## src/rtl/pulse_stretch_pkg.sv

```systemverilog
// Shared types and parameter-range limits for the pulse stretcher.
// Macro PULSE_STRETCH_RETRIG_EN (see pulse_stretch.sv) selects retrigger behaviour.
package pulse_stretch_pkg;

    typedef enum logic [1:0] {
        ST_IDLE    = 2'd0,
        ST_ACTIVE  = 2'd1,
        ST_HOLDOFF = 2'd2
    } state_t;

    localparam int CW_MIN      = 1;
    localparam int CW_MAX      = 31;
    localparam int PULSE_MIN   = 1;
    localparam int HOLDOFF_MIN = 0;

    // Largest value a cw-bit down-counter can be loaded with.
    function automatic longint max_count(input int cw);
        return (longint'(1) << cw) - longint'(1);
    endfunction

endpackage

```

## src/rtl/pulse_stretch_ctr.sv

```systemverilog
// Loadable down-counter with zero detect; decrement saturates at zero.
module pulse_stretch_ctr #(
    parameter int CW = 8
) (
    input  logic          clk,
    input  logic          rst,
    input  logic          load,
    input  logic [CW-1:0] loadval,
    input  logic          dec,
    output logic          zero
);

    logic [CW-1:0] cnt;

    // Load wins over decrement so the FSM can reload in any cycle.
    always_ff @(posedge clk or posedge rst) begin
        if (rst) begin
            cnt <= '0;
        end else if (load) begin
            cnt <= loadval;
        end else if (dec && (cnt != '0)) begin
            cnt <= cnt - 1'b1;
        end
    end

    assign zero = (cnt == '0);

endmodule

```

## src/rtl/pulse_stretch.sv

```systemverilog
// Trigger-to-pulse stretcher with optional hold-off dead time.
// Define PULSE_STRETCH_RETRIG_EN to let a trigger during the pulse restart it.
module pulse_stretch
    import pulse_stretch_pkg::*;
#(
    parameter int   CW      = 8,
    parameter int   PULSE   = 10,
    parameter int   HOLDOFF = 0,
    parameter logic ACTLVL  = 1'b1
) (
    input  logic clk,
    input  logic rst,
    input  logic clken,
    input  logic trig,
    input  logic clr,
    output logic o,
    output logic busy,
    output logic ovr
);

    if ((CW < CW_MIN) || (CW > CW_MAX)) begin : g_bad_cw
        $error("pulse_stretch: CW out of range");
    end
    if ((PULSE < PULSE_MIN) || (longint'(PULSE) > max_count(CW))) begin : g_bad_pulse
        $error("pulse_stretch: PULSE out of range");
    end
    if ((HOLDOFF < HOLDOFF_MIN) || (longint'(HOLDOFF) > max_count(CW))) begin : g_bad_holdoff
        $error("pulse_stretch: HOLDOFF out of range");
    end

    localparam logic [CW-1:0] PULSE_LD = CW'(PULSE - 1);
    localparam logic [CW-1:0] HOLD_LD  = CW'(HOLDOFF - 1);
    localparam bit            HAS_HOLD = (HOLDOFF > 0);

    state_t        state;
    state_t        state_n;
    logic          ld;
    logic [CW-1:0] ldval;
    logic          dec;
    logic          zero;
    logic          o_n;
    logic          ovr_n;

    pulse_stretch_ctr #(
        .CW(CW)
    ) u_ctr (
        .clk    (clk),
        .rst    (rst),
        .load   (ld),
        .loadval(ldval),
        .dec    (dec),
        .zero   (zero)
    );

    always_ff @(posedge clk or posedge rst) begin
        if (rst) begin
            state <= ST_IDLE;
            o     <= ~ACTLVL;
            ovr   <= 1'b0;
        end else begin
            state <= state_n;
            o     <= o_n;
            ovr   <= ovr_n;
        end
    end

    // Exit from ACTIVE/HOLDOFF needs clken; trig is looked at every edge.
    always_comb begin
        state_n = state;
        ld      = 1'b0;
        ldval   = '0;
        dec     = 1'b0;
        ovr_n   = 1'b0;
        if (clr) begin
            state_n = ST_IDLE;
            ld      = 1'b1;
        end else begin
            case (state)
                ST_IDLE: begin
                    if (trig) begin
                        state_n = ST_ACTIVE;
                        ld      = 1'b1;
                        ldval   = PULSE_LD;
                    end
                end
                ST_ACTIVE: begin
`ifdef PULSE_STRETCH_RETRIG_EN
                    if (trig) begin
                        ld    = 1'b1;
                        ldval = PULSE_LD;
                    end else if (clken) begin
`else
                    ovr_n = trig;
                    if (clken) begin
`endif
                        if (!zero) begin
                            dec = 1'b1;
                        end else if (HAS_HOLD) begin
                            state_n = ST_HOLDOFF;
                            ld      = 1'b1;
                            ldval   = HOLD_LD;
                        end else begin
                            state_n = ST_IDLE;
                        end
                    end
                end
                ST_HOLDOFF: begin
                    ovr_n = trig;
                    if (clken) begin
                        if (!zero) begin
                            dec = 1'b1;
                        end else begin
                            state_n = ST_IDLE;
                        end
                    end
                end
                default: begin
                    state_n = ST_IDLE;
                    ld      = 1'b1;
                end
            endcase
        end
        o_n = (state_n == ST_ACTIVE) ? ACTLVL : ~ACTLVL;
    end

    assign busy = (state != ST_IDLE);

endmodule

```

## config.mk

```make
export PLATFORM = sky130hd
export DESIGN_NAME = pulse_stretch
export DESIGN_NICKNAME = d
export VERILOG_FILES = /design/src/rtl/pulse_stretch_pkg.sv /design/src/rtl/pulse_stretch_ctr.sv /design/src/rtl/pulse_stretch.sv
export SDC_FILE = /design/constraint.sdc
export NUM_CORES = 1
export LEC_CHECK = 0
export BUFFER_PORTS_ARGS = -buffer_cell sky130_fd_sc_hd__buf_2
export CORE_MARGIN = 1.5
export CORE_UTILIZATION = 50
export DETAILED_ROUTE_END_ITERATION = 8
export PLACE_DENSITY = 0.68
export SLEW_MARGIN = 20
export SYNTH_ARGS = -nofsm -noshare
export SYNTH_HDL_FRONTEND = slang
export SYNTH_HIERARCHICAL = 1
export SYNTH_SLANG_ARGS = --single-unit
```

## constraint.sdc

```tcl
create_clock -name clk -period 2.45 [get_ports clk]
set_input_delay 0.3675 -clock clk [delete_from_list [all_inputs] [get_ports clk]]
set_output_delay 0.3675 -clock clk [all_outputs]
set_load 0.01 [all_outputs]
```

==> metrics.cfg <==
[power_and_ir_drop]
p_seq_share_pct=46.9
clkPwrFrac_pct=31.0
p_per_area_mw_per_mm2=541
p_int_mw=0.359
comb_power_share_pct=22.1
p_sw_mw=0.140
ir_drop_uv=373
finalPower_mw=0.499
swShare_pct=28.1
total_leakage_power_nw=0.427

[placed_design]
port_buffers=7
preCtsSetupSlack_ps=112
hpwl_um=1000
placed_cell_area_um2=865
gp_congestion=0.717

[worst_setup_path]
cp_max_fo=4
reg2reg_to=u_ctr/cnt[7]$_DFFE_PP0P_
rr_startpoint=u_ctr/cnt[0]$_DFFE_PP0P_
critPathKind=flip-flop to flip-flop
crit_path_start_kind=flip-flop
r2r_cells=9
cp_cell_sequence=inv_1 > ha_1 > or4b_4 > nor2_1 > nor4bb_2 > nor3b_2 > nand4_1 > xor2_1 > o21ai_0
crit_path_end_kind=flip-flop
cp_slowest_stage_delay_ps=490
critPathRequiredTime_ps=2600
cp.arrival_ps=2410
r2r_slack_ps=200
crit_slowest_cell=or4b_4

[hold_path]
min_to=state[0]$_DFF_PP0_
hold_class=primary input to flip-flop
holdPathStages=2
worstHoldStart=clr

[global_routing]
antenna_found_initial=0
grt_pass1_wl_um=2500
grt_max_degree=12
grt_overflow=0
grt_pass1_vias=557
grtUsageTotal_pct=18.5

[floorplan]
core.rowCount=14
dieHeight_um=42.5
io_pins=8
core-area_mm2=0.00149
dieArea_mm2=0.00180
die_w_um=42.5
initial_core_util_pct=52.4

[timing]
period_needed_ps=2250
slew_violations=0
clock.fmax_ghz=0.444
fin_crit_sh_pct=91.9
fin_ws_ps=199
setup_viol=0
finalHoldViolCount=0
max_slew_margin_pct=52.1
fin_skew_ps=6.02
tightest_slew_ps=708
rsz0062_at_grt=no
tns_ps=0

[route]
routed_wl_um=1300
antenna_left=0
drc=0
drt-initial-drc-count=5
top_layer=met4
via_count=587
wl_met1_um=676
post_drt_wl_per_cell_um=11.6
dr_wl_met3_um=46
vias_per_cell=5.24
dr.pass1.iters=3
met2_length_um=573

[layout]
drive_above_1_share_pct=24.0
finalInstanceArea_um2=922
final.fill_count=128
num_antenna_cells=0
fin_nets=107
syn_to_final_growth_pct=18.3

[synthesis]
synth_area_leader_cell=dfrtp_1
synth_area_um2=779
ys.warnings.count=6
synth_top_area_share_pct=38.5
ys_async_sr_fraction_pct=100
avgSynthCellArea_um2=9.99
synth_edf_count=0
syn_inst=78
yosysSeqAreaShare_pct=38.5
synth_cell_types=37
synth_flop_cell=dfrtp_1
synth.ff_latch_count=12
synth_area_leaders=dfrtp_1 39%, ha_1 8.0%, nand2_1 3.9%

[clock_tree]
cts_sinks=12
cts_tree=built
insertion_delay_ps=270
cts_buffers=3
clockBufferDepth=2
clk_root_buffer_cell=clkbuf_4
post_cts_buffers=0
clk_pin_slew_ps=70
h-tree-depth=1

[flow_run]
drv_cap=0

[outcome]
run_status=finished, final reports clean

## final cells by class
class                   instances  area, um2  area share, %
well taps                      16       20.0           2.17
flip-flops and latches         12        300           32.6
clock buffers                   4       36.3           3.93
multi-input cells              63        479           52.0
inverters                       7       26.3           2.85
repair buffers                 10       60.1           6.51
## what timing repair did
| action | 4_1_cts | 5_1_grt |
|---|---|---|
| gates resized for setup | 0 | 2 |
| endpoints found under the hold margin | 4 | 0 |
| endpoints found under the setup margin | 0 | 6 |
| hold buffers | 1 | 0 |
## worst max-delay path by stage
stage,to,slack (ps),start,cells after the start
6_report,u_ctr/cnt[7]$_DFFE_PP0P_,200,u_ctr/cnt[0]$_DFFE_PP0P_,9
5_1_grt,u_ctr/cnt[7]$_DFFE_PP0P_,5,u_ctr/cnt[0]$_DFFE_PP0P_,9
4_1_cts,u_ctr/cnt[7]$_DFFE_PP0P_,80,u_ctr/cnt[0]$_DFFE_PP0P_,9
3_5_place_dp,u_ctr/cnt[7]$_DFFE_PP0P_,110,u_ctr/cnt[0]$_DFFE_PP0P_,9
3_3_place_gp,u_ctr/cnt[7]$_DFFE_PP0P_,190,u_ctr/cnt[0]$_DFFE_PP0P_,9
2_1_floorplan,u_ctr/cnt[7]$_DFFE_PP0P_,340,u_ctr/cnt[0]$_DFFE_PP0P_,9
## power groups by stage
stage	Clock (mW)	Sequential (mW)	Combinational, mW
detailed placement	0	0.236	0.109
CTS	0.160	0.232	0.111
global placement	0	0.236	0.107
finish	0.155	0.234	0.111
global route	0.172	0.237	0.126
floorplan	0	0.234	0.0814
## cells in the mapped netlist, types with 2 or more instances
cell type	instances
inv_1	7
nor2_1	4
xnor2_1	2
o21ai_1	3
nor2b_1	2
dfrtp_1	12
xor2_1	2
o21ai_0	4
nor3b_1	2
nand2_1	8
a21oi_1	2
ha_1	5
## per-stage QoR
step	std cells	hold slack (ps)	util, %
floorplan	83	134	-
global placement	107	270	58.1
global route	112	344	61.9
finish	112	348	61.9
CTS	112	329	61.2
detailed placement	107	273	58.1
## layer usage
metal / vias to the layer above / GRT usage [%]
met5: - / 0
met4: 0 / 3.75
met3: 2 / 6.47
met2: 7 / 26.5
met1: 271 / 27.1
li1: 307 / -
## worst max-delay path, delay by kind of cell, from the launching register on
family / cells / cell delay (ps)
AND/OR/NAND/NOR: 5 / 1220
flip-flops: 1 / 400
adder cells (fa/ha/maj): 1 / 160
XOR/XNOR: 1 / 150
buffers and inverters: 1 / 120
AO/OA/AOI/OAI: 1 / 80
## logic make-up (layout without fill, tap and decap cells)
kind of cell	count (synthesis)	after routing	share of synthesized area (%)
flip-flops	12	12	38.5
other	1	6	0.481
buffers and inverters	8	21	3.85
AND/OR/NAND/NOR	29	29	25.5
AO/OA/AOI/OAI	18	18	17.7
XOR/XNOR	4	4	4.50
adder cells (fa/ha/maj)	5	5	8.03
multiplexers	1	1	1.44
## registers in the layout (all words and copies together) (netlist names)
name,count
o,1
ovr,1
state,2
u_ctr/cnt,8
## cells in the final DEF (no fill, tap or decap), drive strengths merged, types with 2 or more instances in the layout
cell type,netlist,layout
buf,0,9
nor4b,2,2
nor3b,2,2
xnor2,2,2
nor2,4,4
ha,5,5
a21oi,2,2
nor2b,3,3
conb,1,6
nand2,8,8
nor4,2,2
dfrtp,12,12
inv,7,7
clkbuf,1,4
xor2,2,2
o21ai,8,8
No activity file was read; power rests on OpenSTA's default activity.
